## config.mk

```make
export PLATFORM = sky130hd
export DESIGN_NAME = alu_shift_issuer
export DESIGN_NICKNAME = d
export VERILOG_FILES = /design/src/rtl/alu_shift_pkg.sv /design/src/rtl/alu_cmd_fifo.sv /design/src/rtl/alu_shift_issuer.sv
export SDC_FILE = /design/constraint.sdc
export NUM_CORES = 1
export LEC_CHECK = 0
export CORE_ASPECT_RATIO = 0.5
export CORE_MARGIN = 2
export CORE_UTILIZATION = 40
export CTS_CLUSTER_DIAMETER = 80
export DETAILED_ROUTE_END_ITERATION = 6
export SLEW_MARGIN = 20
export SYNTH_ARGS = -nofsm -noshare
export SYNTH_HDL_FRONTEND = slang
export SYNTH_HIERARCHICAL = 1
export SYNTH_SLANG_ARGS = --single-unit
```

## constraint.sdc

```tcl
create_clock -name clk -period 3.4 [get_ports clk]
set_clock_uncertainty 0.15 [all_clocks]
set_input_delay 0.68 -clock clk [delete_from_list [all_inputs] [get_ports clk]]
set_output_delay 0.68 -clock clk [all_outputs]
set_load 0.02 [all_outputs]
```

## src/rtl/alu_shift_pkg.sv

```systemverilog
// Shared opcodes, FSM state encoding and command record for the shift issuer
// and the external shift unit.
package alu_shift_pkg;

    localparam logic [3:0] OP_SLL  = 4'b0110;
    localparam logic [3:0] OP_SAR  = 4'b0111;
    localparam logic [3:0] OP_ROTL = 4'b1000;
    localparam logic [3:0] OP_ROTR = 4'b1001;

    typedef enum logic [1:0] {
        ST_IDLE  = 2'd0,
        ST_ISSUE = 2'd1,
        ST_RESP  = 2'd2
    } state_e;

    typedef struct packed {
        logic [3:0]  op;
        logic [15:0] a;
        logic [15:0] b;
    } cmd_t;

    function automatic logic is_legal_op(input logic [3:0] op);
        return (op == OP_SLL) || (op == OP_SAR) || (op == OP_ROTL) || (op == OP_ROTR);
    endfunction

endpackage

```

## src/rtl/alu_cmd_fifo.sv

```systemverilog
// DEPTH-entry synchronous command FIFO; push is ignored when full and pop
// when empty, and a simultaneous push/pop leaves the occupancy unchanged.
module alu_cmd_fifo
    import alu_shift_pkg::*;
#(
    parameter int DEPTH = 4
) (
    input  logic clk,
    input  logic rst,
    input  logic push_i,
    input  cmd_t wdata_i,
    input  logic pop_i,
    output cmd_t rdata_o,
    output logic full_o,
    output logic empty_o
);

    localparam int PW = (DEPTH > 1) ? $clog2(DEPTH) : 1;

    cmd_t            mem_q [DEPTH];
    logic [PW-1:0]   wr_ptr_q;
    logic [PW-1:0]   rd_ptr_q;
    logic [PW:0]     cnt_q;
    logic            do_push;
    logic            do_pop;

    assign full_o  = (cnt_q == (PW+1)'(DEPTH));
    assign empty_o = (cnt_q == '0);
    assign do_push = push_i && !full_o;
    assign do_pop  = pop_i && !empty_o;
    assign rdata_o = mem_q[rd_ptr_q];

    always_ff @(posedge clk or posedge rst) begin
        if (rst) begin
            wr_ptr_q <= '0;
            rd_ptr_q <= '0;
            cnt_q    <= '0;
        end else begin
            if (do_push) wr_ptr_q <= wr_ptr_q + PW'(1);
            if (do_pop)  rd_ptr_q <= rd_ptr_q + PW'(1);
            case ({do_push, do_pop})
                2'b10:   cnt_q <= cnt_q + (PW+1)'(1);
                2'b01:   cnt_q <= cnt_q - (PW+1)'(1);
                default: cnt_q <= cnt_q;
            endcase
        end
    end

    // Storage needs no reset: an entry is only read after it has been written.
    always_ff @(posedge clk) begin
        if (do_push) mem_q[wr_ptr_q] <= wdata_i;
    end

endmodule

```

## src/rtl/alu_shift_issuer.sv

```systemverilog
// Queues shift commands, presents each to the external combinational shift unit
// for SETTLE cycles, and returns the captured result with a completion count.
//
//   state    | meaning
//   ---------+---------------------------------------------------------------
//   ST_IDLE  | waiting; pops the FIFO head into the command register
//   ST_ISSUE | operands driven to the shift unit for SETTLE cycles
//   ST_RESP  | response held on rsp_* until rsp_ready
module alu_shift_issuer
    import alu_shift_pkg::*;
#(
    parameter int DEPTH  = 4,
    parameter int SETTLE = 1
) (
    input  logic        clk,
    input  logic        rst,
    input  logic        cmd_valid,
    output logic        cmd_ready,
    input  logic [3:0]  cmd_op,
    input  logic [15:0] cmd_a,
    input  logic [15:0] cmd_b,
    output logic [3:0]  alu_opcode,
    output logic [15:0] alu_a,
    output logic [15:0] alu_b,
    input  logic [15:0] alu_result,
    output logic        rsp_valid,
    input  logic        rsp_ready,
    output logic [15:0] rsp_result,
    output logic        rsp_err,
    output logic [15:0] rsp_count,
    output logic        busy
);

    localparam int CW = $clog2(SETTLE + 1);

    state_e          state_q, state_d;
    cmd_t            cmd_q, cmd_d;
    logic [CW-1:0]   settle_q, settle_d;
    logic [15:0]     result_q, result_d;
    logic            err_q, err_d;
    logic [15:0]     count_q, count_d;
    logic            ready_q;

    cmd_t            fifo_rdata;
    logic            fifo_full;
    logic            fifo_empty;
    logic            fifo_pop;
    logic            drive_alu;

    // ready_q keeps cmd_ready low through reset and raises it one edge later.
    assign cmd_ready  = ready_q && !fifo_full;
    assign drive_alu  = (state_q == ST_ISSUE) && is_legal_op(cmd_q.op);
    assign alu_opcode = drive_alu ? cmd_q.op : '0;
    assign alu_a      = drive_alu ? cmd_q.a  : '0;
    assign alu_b      = drive_alu ? cmd_q.b  : '0;
    assign rsp_valid  = (state_q == ST_RESP);
    assign rsp_result = result_q;
    assign rsp_err    = err_q;
    assign rsp_count  = count_q;
    assign busy       = (state_q != ST_IDLE) || !fifo_empty;

    alu_cmd_fifo #(
        .DEPTH (DEPTH)
    ) u_fifo (
        .clk     (clk),
        .rst     (rst),
        .push_i  (cmd_valid && cmd_ready),
        .wdata_i ('{op: cmd_op, a: cmd_a, b: cmd_b}),
        .pop_i   (fifo_pop),
        .rdata_o (fifo_rdata),
        .full_o  (fifo_full),
        .empty_o (fifo_empty)
    );

    always_comb begin
        state_d  = state_q;
        cmd_d    = cmd_q;
        settle_d = settle_q;
        result_d = result_q;
        err_d    = err_q;
        count_d  = count_q;
        fifo_pop = 1'b0;
        case (state_q)
            ST_IDLE: begin
                if (!fifo_empty) begin
                    fifo_pop = 1'b1;
                    cmd_d    = fifo_rdata;
                    settle_d = CW'(SETTLE - 1);
                    state_d  = ST_ISSUE;
                end
            end
            ST_ISSUE: begin
                if (settle_q == '0) begin
                    result_d = is_legal_op(cmd_q.op) ? alu_result : 16'h0000;
                    err_d    = !is_legal_op(cmd_q.op);
                    state_d  = ST_RESP;
                end else begin
                    settle_d = settle_q - CW'(1);
                end
            end
            ST_RESP: begin
                if (rsp_ready) begin
                    count_d = count_q + 16'd1;
                    state_d = ST_IDLE;
                end
            end
            default: state_d = ST_IDLE;
        endcase
    end

    always_ff @(posedge clk or posedge rst) begin
        if (rst) begin
            state_q  <= ST_IDLE;
            cmd_q    <= '0;
            settle_q <= '0;
            result_q <= '0;
            err_q    <= 1'b0;
            count_q  <= '0;
            ready_q  <= 1'b0;
        end else begin
            state_q  <= state_d;
            cmd_q    <= cmd_d;
            settle_q <= settle_d;
            result_q <= result_d;
            err_q    <= err_d;
            count_q  <= count_d;
            ready_q  <= 1'b1;
        end
    end

endmodule

```

==> metrics.cfg <==
[cts]
cts_sinks = 223
root_buffer = clkbuf_16
cts_tree = built
clock_tree.buffer_depth = 3
cts_repair_resize_count = 0
cts_buffers = 21
cts-hold-fix-buffers = 0
clk_latency_ns = 0.51
htree_levels = 1
cts_setup_buffers = 0
clk_pin_slew_ns = 0.06

[grt]
grt_overflow = 0
grtUsageTotal_pct = 14.91
antenna_found_initial = 0
grt_pass1_vias = 4501
grt_pass1_wl_mm = 25.83
grt_start_max_net_pins = 54

[drt]
drc_errors = 0
vias = 4395
drtPass1Iterations = 4
wire_per_inst_um = 18.10
ant_nets = 0
drt_iter0_markers = 243
vias_per_cell = 4.809
totalWireLength_mm = 16.54

[pwr]
p_per_area_nw_per_um2 = 815.7
leakage_nw = 3.995
ir_worst_vdd_mv = 0.3132

[placed_design]
post-dp-hpwl_mm = 10.44
gp_congestion = 0.7075
io_buffers = 127
detailedPlace.worstSlack_ns = 0.6669

[yosys]
syn_nets = 521
synth_seq_area_share_pct = 72.51
syn_avg_cell_area_um2 = 18.97
synthTopCellsByCount = edfxtp_1 (144), dfrtp_1 (79), and2_1 (42)
synth_most_common_cell = edfxtp_1
synth_cells = 458
synthDistinctLibCells = 40
yosys_warnings = 6
synth_seq_cells = 223
synth_edf_count = 144
async_flop_share_pct = 35.43
yosysTopAreaCell = edfxtp_1
ys.flop_type = edfxtp_1
synth_area_leaders = edfxtp_1 (50%), dfrtp_1 (23%), mux4_2 (9.3%)
synth.top_cell.area_share_pct = 49.76
syn_area_um2 = 8690

[floorplanning]
core_um2 = 21490
io_pins = 128
dieWidth_um = 212.4
start_util_pct = 40.43
rows = 38
die_y_um = 108.2
die_area_um2 = 22990

[cells_and_area]
area_delta_synth_final_pct = 27.43
num_antenna_cells = 0
drive_gt1_share_pct = 20.85
nFillCells = 1775
nNetsFinal = 663

[timing]
setup_violations = 0
slew_headroom_pct = 60.56
fmax_mhz = 308.3
rsz0062_at_grt = no
slew_viol_final = 0
setup_tns_ns = 0
period_share_pct = 95.40
final_hold_viol_count = 0
min_period_ns = 3.243
worstMarginPinSlew_ns = 0.5916
worst_slack_ns = 0.1565
whs_ns = 0.3283

[status]
status = finished, final reports clean

[critical_path]
crit_type = flip-flop to primary output
worstPathMaxFanout = 53
cp.required_ns = 2.57
cp.arrival_ns = 2.41
critPathLaunchType = flip-flop
end_kind = primary output
r2r_cells = 11

[job]
drv_cap = 0

[hold_path]
hp-class = flip-flop to flip-flop
holdPathStages = 1

## logic make-up (layout without fill, tap and decap cells)
group                    after synthesis  after routing  share of synthesized area (%)
flip-flops                           223            223                          72.51
multiplexers                          75             75                          14.37
XOR/XNOR                              21             21                          2.203
adder cells (fa/ha/maj)                7              7                          1.094
other                                  1              1                        0.04316
AO/OA/AOI/OAI                         20             20                          2.016
buffers and inverters                 31            187                          2.145
AND/OR/NAND/NOR                       80             80                          5.616
## per-stage QoR
step	instances	power [mW]	instance area (um2)	util [%]
2_1_floorplan	458	5.854	8690	-
3_3_place_gp	877	6.798	10400	48.40
5_1_grt	914	9.566	11070	51.53
3_5_place_dp	877	6.848	10400	48.40
6_report	914	9.032	11070	51.53
4_1_cts	914	9.196	11070	51.53
## metal layers
layer	wire, um	share of wire, %	GRT usage [%]	vias up
met4	295	1.8	3.447	0
li1	-	-	-	2021
met2	7695	47	23.55	97
met5	0	0	0	-
met1	7688	46	21.18	2252
met3	863	5.2	3.485	25
## final timing paths
kind,start,endpoint,slack [ns]
hold reg to reg,rsp_count[15]$_DFFE_PP0P_,rsp_count[15]$_DFFE_PP0P_,0.33
setup reg to reg,u_fifo/cnt_q[0]$_DFFE_PP0P_,u_fifo/cnt_q[2]$_DFFE_PP0P_,0.99
hold / removal,rsp_count[15]$_DFFE_PP0P_,rsp_count[15]$_DFFE_PP0P_,0.33
min in group asynchronous,rst,u_fifo/wr_ptr_q[1]$_DFFE_PP0P_,0.35
setup / recovery,state_q[1]$_DFFE_PP0P_,alu_b[8],0.16
max in group asynchronous,rst,cmd_q[17]$_DFFE_PP0P_,2.03
## cells in the final DEF (no fill, tap or decap), drive strengths merged, types with 2 or more instances in the layout
master	instances
nand2	9
clkinv	9
a21oi	2
nor2b	2
nor2	5
bufinv	2
buf	12
nand4	4
nor3	4
inv	12
nand3	5
a22o	16
clkbuf	25
xor2	6
dfrtp	79
ha	6
mux2	38
and2	42
edfxtp	144
and4	2
clkdlybuf4s50	127
and3	2
mux4	36
xnor2	15
## area by class of cell
type | count | area [um2] | area share (%)
multi-input combinational | 204 | 2207 | 19.93
clock inverter | 12 | 110.1 | 0.9944
inverter | 11 | 42.54 | 0.3842
sequential | 223 | 6304 | 56.93
clock buffer | 25 | 560.5 | 5.062
timing repair buffer | 139 | 1474 | 13.31
tap | 300 | 375.4 | 3.390
## state kept, by name, summed over array words and instances, names as in the netlist
signal and count:
ready_q 1, u_fifo/cnt_q 3, cmd_q 36, u_fifo/wr_ptr_q 2, u_fifo/rd_ptr_q 2, rsp_count 16
rsp_err 1, u_fifo/mem_q 144, state_q 2, rsp_result 16
## power breakdown
part	total (mW)	internal, mW	switching, mW
registers	3.93	3.52	0.410
logic	2.79	1.55	1.25
clock network	2.31	1.33	0.980
## worst max-delay path, stage by stage, from the launching register on
cell             delay, ns
dfrtp_1               0.45
nand2b_1              0.24
a21oi_4               0.16
buf_12                0.24
and2_1                0.15
clkdlybuf4s50_1       0.64
No activity file was read; power rests on OpenSTA's default activity.
